<file path="src/rtl/stopwatch_display.sv">
// Multiplexed 4-digit common-anode 7-segment driver for the stopwatch BCD bus.
// Frame-coherent shadow capture, lap hold, leading-zero blanking, sticky invalid-digit flag.
module stopwatch_display #(
  parameter int SCAN_DIV       = 50000,
  parameter bit BLANK_LEAD     = 1'b1,
  parameter bit SEG_ACTIVE_LOW = 1'b1
) (
  input  logic       clk,
  input  logic       rst_n,
  input  logic [3:0] sec1,
  input  logic [3:0] sec0,
  input  logic [3:0] ms1,
  input  logic [3:0] ms0,
  input  logic       hold,
  output logic [3:0] an,
  output logic [6:0] seg,
  output logic       dp,
  output logic       digit_err
);

  localparam int CW = (SCAN_DIV > 1) ? $clog2(SCAN_DIV) : 1;

  // Inactive levels depend on the output polarity.
  localparam logic [3:0] AN_OFF  = SEG_ACTIVE_LOW ? 4'hF  : 4'h0;
  localparam logic [6:0] SEG_OFF = SEG_ACTIVE_LOW ? 7'h7F : 7'h00;
  localparam logic       DP_OFF  = SEG_ACTIVE_LOW ? 1'b1  : 1'b0;

  logic [CW-1:0]   cnt_q, cnt_d;
  logic [1:0]      idx_q, idx_d;
  logic [3:0][3:0] sh_q, sh_d;
  logic            load_pending_q, load_pending_d;
  logic [3:0]      an_q, an_d;
  logic [6:0]      seg_q, seg_d;
  logic            dp_q, dp_d;
  logic            err_q, err_d;

  logic            tick, load;
  logic [3:0]      digit;
  logic            blank, bad;
  logic [3:0]      an_raw;
  logic [6:0]      seg_raw;
  logic            dp_raw;

  function automatic logic [6:0] bcd2seg(input logic [3:0] v);
    case (v)
      4'd0:    bcd2seg = 7'h3F;
      4'd1:    bcd2seg = 7'h06;
      4'd2:    bcd2seg = 7'h5B;
      4'd3:    bcd2seg = 7'h4F;
      4'd4:    bcd2seg = 7'h66;
      4'd5:    bcd2seg = 7'h6D;
      4'd6:    bcd2seg = 7'h7D;
      4'd7:    bcd2seg = 7'h07;
      4'd8:    bcd2seg = 7'h7F;
      4'd9:    bcd2seg = 7'h6F;
      default: bcd2seg = 7'h40;
    endcase
  endfunction

  assign tick = (cnt_q == CW'(SCAN_DIV - 1));
  // Capture all four digits at once so a frame never mixes old and new values.
  assign load = (tick && (idx_q == 2'd3) && !hold) || load_pending_q;

  always_comb begin
    cnt_d          = tick ? '0 : cnt_q + 1'b1;
    idx_d          = tick ? idx_q + 2'd1 : idx_q;
    sh_d           = load ? {sec1, sec0, ms1, ms0} : sh_q;
    load_pending_d = 1'b0;
  end

  // Output path uses the current slot and shadow; registered one cycle later.
  always_comb begin
    digit   = sh_q[idx_q];
    blank   = BLANK_LEAD && (idx_q == 2'd3) && (sh_q[3] == 4'd0);
    bad     = !blank && (digit > 4'd9);
    an_raw  = blank ? 4'h0 : (4'b0001 << idx_q);
    seg_raw = blank ? 7'h00 : bcd2seg(digit);
    dp_raw  = (idx_q == 2'd2);
    an_d    = SEG_ACTIVE_LOW ? ~an_raw  : an_raw;
    seg_d   = SEG_ACTIVE_LOW ? ~seg_raw : seg_raw;
    dp_d    = SEG_ACTIVE_LOW ? ~dp_raw  : dp_raw;
    err_d   = err_q | bad;
  end

  always_ff @(posedge clk or negedge rst_n) begin
    if (!rst_n) begin
      cnt_q          <= '0;
      idx_q          <= 2'd0;
      sh_q           <= '0;
      load_pending_q <= 1'b1;
      an_q           <= AN_OFF;
      seg_q          <= SEG_OFF;
      dp_q           <= DP_OFF;
      err_q          <= 1'b0;
    end else begin
      cnt_q          <= cnt_d;
      idx_q          <= idx_d;
      sh_q           <= sh_d;
      load_pending_q <= load_pending_d;
      an_q           <= an_d;
      seg_q          <= seg_d;
      dp_q           <= dp_d;
      err_q          <= err_d;
    end
  end

  assign an        = an_q;
  assign seg       = seg_q;
  assign dp        = dp_q;
  assign digit_err = err_q;

endmodule

</file>
<file path="config.mk">
export PLATFORM = sky130hd
export DESIGN_NAME = stopwatch_display
export DESIGN_NICKNAME = d
export VERILOG_FILES = /design/src/rtl/stopwatch_display.sv
export SDC_FILE = /design/constraint.sdc
export NUM_CORES = 1
export LEC_CHECK = 0
export ABC_AREA = 1
export CAP_MARGIN = 30
export CORE_ASPECT_RATIO = 1.1
export CORE_MARGIN = 2
export CORE_UTILIZATION = 42
export DETAILED_ROUTE_END_ITERATION = 10
export PLACE_DENSITY = 0.65
export SYNTH_ARGS = -nofsm -noshare
export SYNTH_HDL_FRONTEND = slang
export SYNTH_SLANG_ARGS = --single-unit
</file>
<file path="constraint.sdc">
create_clock -name clk -period 4.45 [get_ports clk]
set_input_delay 0.6675 -clock clk [delete_from_list [all_inputs] [get_ports clk]]
set_output_delay 0.6675 -clock clk [all_outputs]
set_load 0.01 [all_outputs]
</file>
# Word-level counts from Yosys, hierarchy flattened
# Memory sizes are Yosys's and may differ from the RTL's.
# Index checks and enable logic that the tools add are counted.
# totals
regBits	48
latchBits	0
ram_bits	0
romBits	112
output_inout_bits	13
n_memories	1
# memory_table
name	words	width	rd	rd_ports_with_merged_regs	wr	line_no	text
(no name shown)	16	7	1	0	0	45	case (v)
# op_classes
addsub	2
n_mul	0
div_mod_pow	0
n_lt_le_gt_ge	2
eq_ne	3
shifts	1
muxes	5
bitwise_logic	4
n_reduce_logical	8
# op_table
cell	n
$add 16x1->16 const B	1
$eq 16x16->1 const B	1
$mux 16	1
$bmux 4 s2	1
$mux 4	2
$mux 7	1
$not 7->7	1
$eq 2x2->1 const B	2
$gt 4x4->1 const B	1
$logic_and 1x1->1	4
$logic_not 4->1	1
$not 4->4	1
$shl 1x2->4 const A	1
$lt 2x3->1 const B	1
$add 2x1->2 const B	1
$logic_not 1->1	2
$logic_or 1x1->1	1
$not 1->1	1
$or 1x1->1	1

# Logic depth before layout (Yosys ltp)
# Gate-level depths: netlist of run 1.
# logic_depth
depth_word	5
ltp_mapped	10
depth_no_buf	9

# Least setup slack after synthesis of run 1
# Ideal clock, no wire load.
# synth_timing
kind	reg-to-reg
startpoint	register idx_q[0]
endpoint	register seg_q[3] (netlist: seg[3])
setup_time_ns	0.087
t_arrival_ns	1.558
t_required_ns	4.363
slack_ns	2.805
path_stages_with_launch	10
path_buffers	1
synth_period_minus_slack_ns	1.645
path_cell_list	dfrtp_1 > buf_4 > inv_4 > nand2_1 > a32oi_1 > inv_1 > ha_1 > nand3_1 > nand3_1 > nand3_1
# synth_between
elab_chain_len	5
word_cells_on_any_way	7
# synth_rtl
item	line_no	text
from (decl)	29	logic [1:0] idx_q, idx_d;
from (signal assigned)	97	idx_q <= idx_d;
$bmux 4 s2	73	digit = sh_q[idx_q];
$mux 4 (implied by the code)	73	
$mem_v2 16x7	--	
$mux 7 *	77	seg_raw = blank ? 7'h00 : bcd2seg(digit);
$not 7->7 *	80	seg_d = SEG_ACTIVE_LOW ? ~seg_raw : seg_raw;
named net seg_d[3]	33	logic [6:0] seg_q, seg_d;
to (signal assigned)	101	seg_q <= seg_d;
to (decl)	33	
# The timed path passes the listed nets; every way through them passes the cells marked *. The select of a mux whose other input is x is not followed.
# A chain may end at the register's enable or synchronous reset.

# Worst setup path after layout of run 1
# layout_timing
startpoint	register an_q[2] (netlist: an[2])
endpoint	output port an[2]
# layout_rtl
item	line_no	text
from (decl)	32	logic [3:0] an_q, an_d;
from (signal assigned)	100	an_q <= an_d;
to (decl)	15	output logic [3:0] an,
# No word-level cell between the ends.

==> out/metrics.yaml, run 1 <==
grtUsageMet2_pct: 25.4
vias_per_cell: 4.55
synth_edf_count: 0
worst_pin_slew_ps: 495
p_comb_share_pct: 12.1
grtUsageMet1_pct: 20.5
syn_nets: 312
setup_viol: 0
core-area_um2: 5360
layout-drive-gt1-share_pct: 8.81
start_util_pct: 43.6
switchingPower_mw: 0.192
crit_type: "reg -> out"
cts_sinks: 47
clk_pin_slew_ps: 80
track_usage_pct: 15.4
synth_area_per_cell_um2: 8.25
dp_cells: 385
p_int_mw: 0.650
use_met3_pct: 2.91
dp_hpwl_mm: 3.12
diodes: 0
antenna_found_initial: 0
place_congestion: 0.772
drt_pass1_iterations: 4
io_pins: 32
yosysSeqAreaShare_pct: 51.0
clk_latency_ps: 290
fin_tns_setup_ps: 0
startpoint: "an[2]$_DFF_PN1_"
synth_common_cells: "90 x nand2_1, 41 x nand3_1, 35 x dfrtp_1"
grt_pass1_wl_mm: 7.26
synthesis.instances: 283
cts_tree: "yes"
synth.most_common_cell: "nand2_1"
critPathTopFamily: "flip-flops"
drtIter0Drc: 86
cts_resized: 0
max_slew_margin_pct: 66.9
status: "completed"
die_area_um2: 6170
antenna_left: 0
syn_area_um2: 2330
ys_top_cells_by_area: "dfrtp_1 38%, nand2_1 14%, dfstp_2 14%, nand3_1 8.8%, ha_1 5.4%"
busiest_layer: "met2"
ys_seq_elements: 47
worstPathRequired_ps: 3780
place_area_um2: 2720
fillerInstances: 519
cp_slowest_cell: "dfstp_2"
end_kind: "output port"
wirelength_mm: 4.24
hold_buffers: 0
grt_max_degree: 28
ys_warn_count: 0
hold_viol_final: 0
skew_ps: 7.39
finalMaxSlewViolations: 0
reg2reg_from: "idx_q[0]$_DFFE_PN0N_"
swShare_pct: 22.8
vdd_ir_drop_max_v: 0.000180
critPathBufInv: 1
via_count: 1789
p_leak_nw: 1.41
clockRootBuffer: "clkbuf_8"
cp_max_fo: 2
cp-start-kind: "flip-flop"
die-height_um: 82.2
postLayoutCellArea_um2: 2820
max_freq_ghz: 0.498
cp.arrival_ps: 1340
htreeDepth: 2
min_path_type: "in -> async"
die_x_um: 75.1
synthArstFlopShare_pct: 100
cp_slowest_stage_delay_ps: 530
finalPower_mw: 0.842
yosysTopAreaCellShare_pct: 37.5
powerDensity_nw_per_um2: 299
cts_buffers: 5
power_frac_seq_pct: 55.4
power.share.clock_pct: 32.5
final_nets: 346
area_delta_synth_final_pct: 20.6
synthDistinctLibCells: 27
yosysTopAreaCell: "dfrtp_1"
io_buffer_count: 31
final_cells: 393
postCtsSetupBuffers: 0
min_period_ps: 2010
rsz0062_at_grt: "no"
synthFlopType: "dfrtp_1"
maxCapViolCount: 0
period_share_pct: 45.1
row_count: 28
grt-ovfl-total: 0
grt_pass1_vias: 1650
crit_chain: "clkdlybuf4s50_1"
wl_per_cell_um: 10.8
drc: 0
cts.path.max_buffers: 2
placed cells by master (no fill, tap or decap), types with 2 or more instances in the layout:
cell type        instances
a21oi_1                  5
ha_1                    10
nand2_1                 90
nand3_1                 41
dfrtp_1                 35
inv_1                   32
xor2_1                   6
clkbuf_8                 7
nor2_1                  28
nand3b_1                 2
o21ai_0                  4
clkdlybuf4s50_1         30
dfstp_2                 12
nor2_2                   2
logic make-up (layout without fill, tap and decap cells):
group	count (synthesis)	count (layout)	synth area share, %
xor gates and xnor gates	7	7	2.63
DFF	47	47	51.0
AOI/OAI and AO/OA	10	10	2.30
and+or+nand+nor	168	168	31.1
adders and majority gates	10	10	5.36
other	1	1	0.161
buffers and inverters	40	75	7.39
state kept, by name, indices dropped and copies added (netlist names):
signal	count
an	4
cnt_q	16
digit_err	1
idx_q	2
load_pending_q	1
seg	7
sh_q	16
worst paths after layout:
kind                                             to  slack (ps)  cells after the start
worst max-delay path                          an[2]        2440                      1
worst min-delay path            cnt_q[13]$_DFF_PN0_         320                      1
worst max register to register     seg[3]$_DFF_PN1_        2500                      8
worst min register to register  digit_err$_DFF_PN0_         470                      2
max in group asynchronous          seg[0]$_DFF_PN1_        3550                      2
min in group clk                digit_err$_DFF_PN0_         470                      2
through the flow:
step	setup slack [ps]	utilization [%]	hold slack [ps]
floorplan	2800	-	372
global placement	2500	50.3	447
detailed placement	2460	50.7	454
CTS	2430	52.5	335
global route	2320	52.5	356
finish	2440	52.5	318
layer usage:
| layer | wire length, um | vias up | part of all wire, % |
|---|---|---|---|
| met4 | 42 | 0 | 0.99 |
| met2 | 2040 | 40 | 48 |
| met1 | 2010 | 803 | 47 |
| met3 | 153 | 4 | 3.6 |
| met5 | 0 | - | 0 |
| li1 | - | 942 | - |
cell type report:
class	instances	area, um^2	area share, %
timing repair buffer	32	325	11.6
inverter	35	134	4.76
tap	75	93.8	3.33
clock buffer	8	100	3.56
sequential	47	1190	42.3
multi-input combinational	196	971	34.5
power groups by stage:
stage | Combinational [mW] | Sequential [mW] | Clock, mW
6_report | 0.102 | 0.467 | 0.274
5_1_grt | 0.117 | 0.470 | 0.296
4_1_cts | 0.104 | 0.467 | 0.281
3_5_place_dp | 0.104 | 0.475 | 0
3_3_place_gp | 0.100 | 0.475 | 0
2_1_floorplan | 0.0460 | 0.479 | 0
(Power assumes the default switching activity.)
==> inputs of run 2 (changes only) <==
==> constraint.sdc (replaced) <==
create_clock -name clk -period 2 [get_ports clk]
set_input_delay 0.3 -clock clk [delete_from_list [all_inputs] [get_ports clk]]
set_output_delay 0.3 -clock clk [all_outputs]
set_load 0.01 [all_outputs]
==> run 2 against run 1 <==
Compared with the run above: highest routed layer unchanged; sequential power up 120%; combinational power up 130%; clock skew down 2.0 ps; largest power group unchanged.
==> out/metrics.yaml, run 2 (synthesized netlist as in run 1, its figures left out) <==
die_x_um: 75.1  # unchanged
cts_sinks: 47  # unchanged
maxCapViolCount: 0  # unchanged
cp.arrival_ps: 1980  # +640 ps
cts_buffers: 5  # unchanged
cp-start-kind: "flip-flop"
post-place-ws_ps: 183  # -2270 ps
final_nets: 348  # +0.58%
use_met3_pct: 3.64  # +0.73 points
drt_pass1_iterations: 4  # unchanged
max_slew_margin_pct: 63.6  # -3.3 points
wl_per_cell_um: 10.7  # -0.41%
antenna_left: 0  # unchanged
max_freq_ghz: 0.564
swShare_pct: 23.6  # +0.74 points
cp_common_cell: "nand3_1"
seq_area_um2: 1190  # +0.10%
layout-drive-gt1-share_pct: 9.06  # +0.26 points
grt_pass1_wl_mm: 7.53  # +3.7%
via_count: 1814  # +1.4%
period_share_pct: 88.6
critPathBufInv: 2  # +1
row_count: 28  # unchanged
io_buffer_count: 31  # unchanged
worst_slack_ps: 228  # -2210 ps
grtUsageMet1_pct: 21.9  # +1.4 points
worst_pin_slew_ps: 546  # +50.8 ps
place_congestion: 0.800  # +3.6%
crit_chain: "inv_4 > nand2_1 > a32oi_1 > inv_1 > ha_1 > nand3_1 > nand3_1 > nand3_1"
hold_ws_ps: 464  # +146 ps
p_comb_share_pct: 12.5  # +0.4 points
powerDensity_nw_per_um2: 654  # +120%
min_path_type: "reg -> reg"
skew_ps: 5.36  # -2.03 ps
drc: 0  # unchanged
power_frac_seq_pct: 56.5  # +1.1 points
most-common-layout-cells: "90 x nand2_1, 41 x nand3_1, 34 x dfrtp_1"
power.share.clock_pct: 31.0  # -1.5 points
fin_tns_setup_ps: 0  # unchanged
critPathTopFamily: "flip-flops"
die-height_um: 82.2  # unchanged
final_common_cell: "nand2_1"
min_period_ps: 1770
fillerInstances: 491  # -5.4%
cts_tree: "yes"
busiest_layer: "met2"
cp_slowest_cell: "dfrtp_2"
start_util_pct: 43.6  # unchanged
clk_pin_slew_ps: 80  # about the same
setup_viol: 0  # unchanged
dp_cells: 386  # +0.26%
p_int_mw: 1.41  # +120%
io_pins: 32  # unchanged
area_delta_synth_final_pct: 21.0
grt_pass1_vias: 1688  # +2.3%
drtIter0Drc: 60  # -30%
track_usage_pct: 15.8  # +0.40 points
wirelength_mm: 4.25  # about the same
vias_per_cell: 4.59  # +0.88%
antenna_found_initial: 0  # unchanged
finalMaxSlewViolations: 0  # unchanged
switchingPower_mw: 0.435  # +130%
grt_max_degree: 25  # -11%
grtUsageMet2_pct: 24.6  # -0.79 points
cp_max_fo: 11  # +9
vdd_ir_drop_max_v: 0.000395  # +120%
die_area_um2: 6170  # unchanged
finalPower_mw: 1.85  # +120%
worstPathRequired_ps: 2210  # -1570 ps
multi_input_area_um2: 971  # unchanged
p_leak_nw: 1.41  # +0.12%
dp_hpwl_mm: 3.21  # +2.7%
clk_latency_ps: 290  # about the same
cp_slowest_stage_delay_ps: 500  # -30 ps
hold_viol_final: 0  # unchanged
clockRootBuffer: "clkbuf_8"
grt-ovfl-total: 0  # unchanged
htreeDepth: 2  # unchanged
diodes: 0  # unchanged
end_kind: "flip-flop"
rsz0062_at_grt: "no"
crit_type: "reg -> reg"
final_cells: 395  # +0.51%
status: "completed"
cts.path.max_buffers: 2  # unchanged
core-area_um2: 5360  # unchanged
[run 2: changes by cell type in the layout (fill, tap and decap cells not counted)]
cell           before  now
buf_4               0    1
clkbuf_8            7    6
clkinv_1            1    2
dfrtp_1            35   34
dfrtp_2             0    1
dlygate4sd3_1       0    1
[run 2: worst paths after layout]
check	start	to	slack (ps)	depth (start not counted)
worst max-delay path	idx_q[0]$_DFFE_PN0N_	seg[3]$_DFF_PN1_	230	8
worst min-delay path	digit_err$_DFF_PN0_	digit_err$_DFF_PN0_	460	2
worst max register to register	idx_q[0]$_DFFE_PN0N_	seg[3]$_DFF_PN1_	230	8
worst min register to register	digit_err$_DFF_PN0_	digit_err$_DFF_PN0_	460	2
max in group asynchronous	rst_n	seg[0]$_DFF_PN1_	880	3
min in group asynchronous	rst_n	cnt_q[13]$_DFF_PN0_	530	2
[run 2: metal layers]
metal	share of wire, %	vias to the layer above
li1	-	945
met5	0	-
met4	1.3	0
met1	49	825
met3	3.9	5
met2	45	39
[run 2: through the flow]
step	utilization (%)	cell area, um^2
after global routing	52.7	2820
after global placement	50.8	2720
final	52.7	2820
after CTS	52.7	2820
after detailed placement	50.8	2720
after floorplan	-	2330
[run 2: worst min-delay path, delay by kind of cell (launching register included)]
family | cells | cell delay [ps]
buffers and inverters | 1 | 40
DFF | 1 | 350
and+or+nand+nor | 1 | 50
[run 2: layout make-up]
type / instances / area share (%)
Tap cell: 75 / 3.32
Timing Repair Buffer: 34 / 12.1
Clock buffer: 7 / 3.06
Inverter: 35 / 4.74
Clock inverter: 1 / 0.133
Sequential cell: 47 / 42.2
Multi-Input combinational cell: 196 / 34.4
[run 2: power groups by stage]
stage | clock (mW) | combinational, mW | sequential (mW)
floorplan | 0 | 0.102 | 1.07
global placement | 0 | 0.228 | 1.06
detailed placement | 0 | 0.233 | 1.06
CTS | 0.594 | 0.235 | 1.04
global route | 0.618 | 0.268 | 1.05
finish | 0.572 | 0.231 | 1.04
[run 2: what timing repair did]
action / CTS / global route
resized for setup: 0 / 1
hold buffers: 1 / 0
setup endpoints to repair: 0 / 1
endpoints found under the hold margin: 3 / 0
setup buffers: 0 / 0
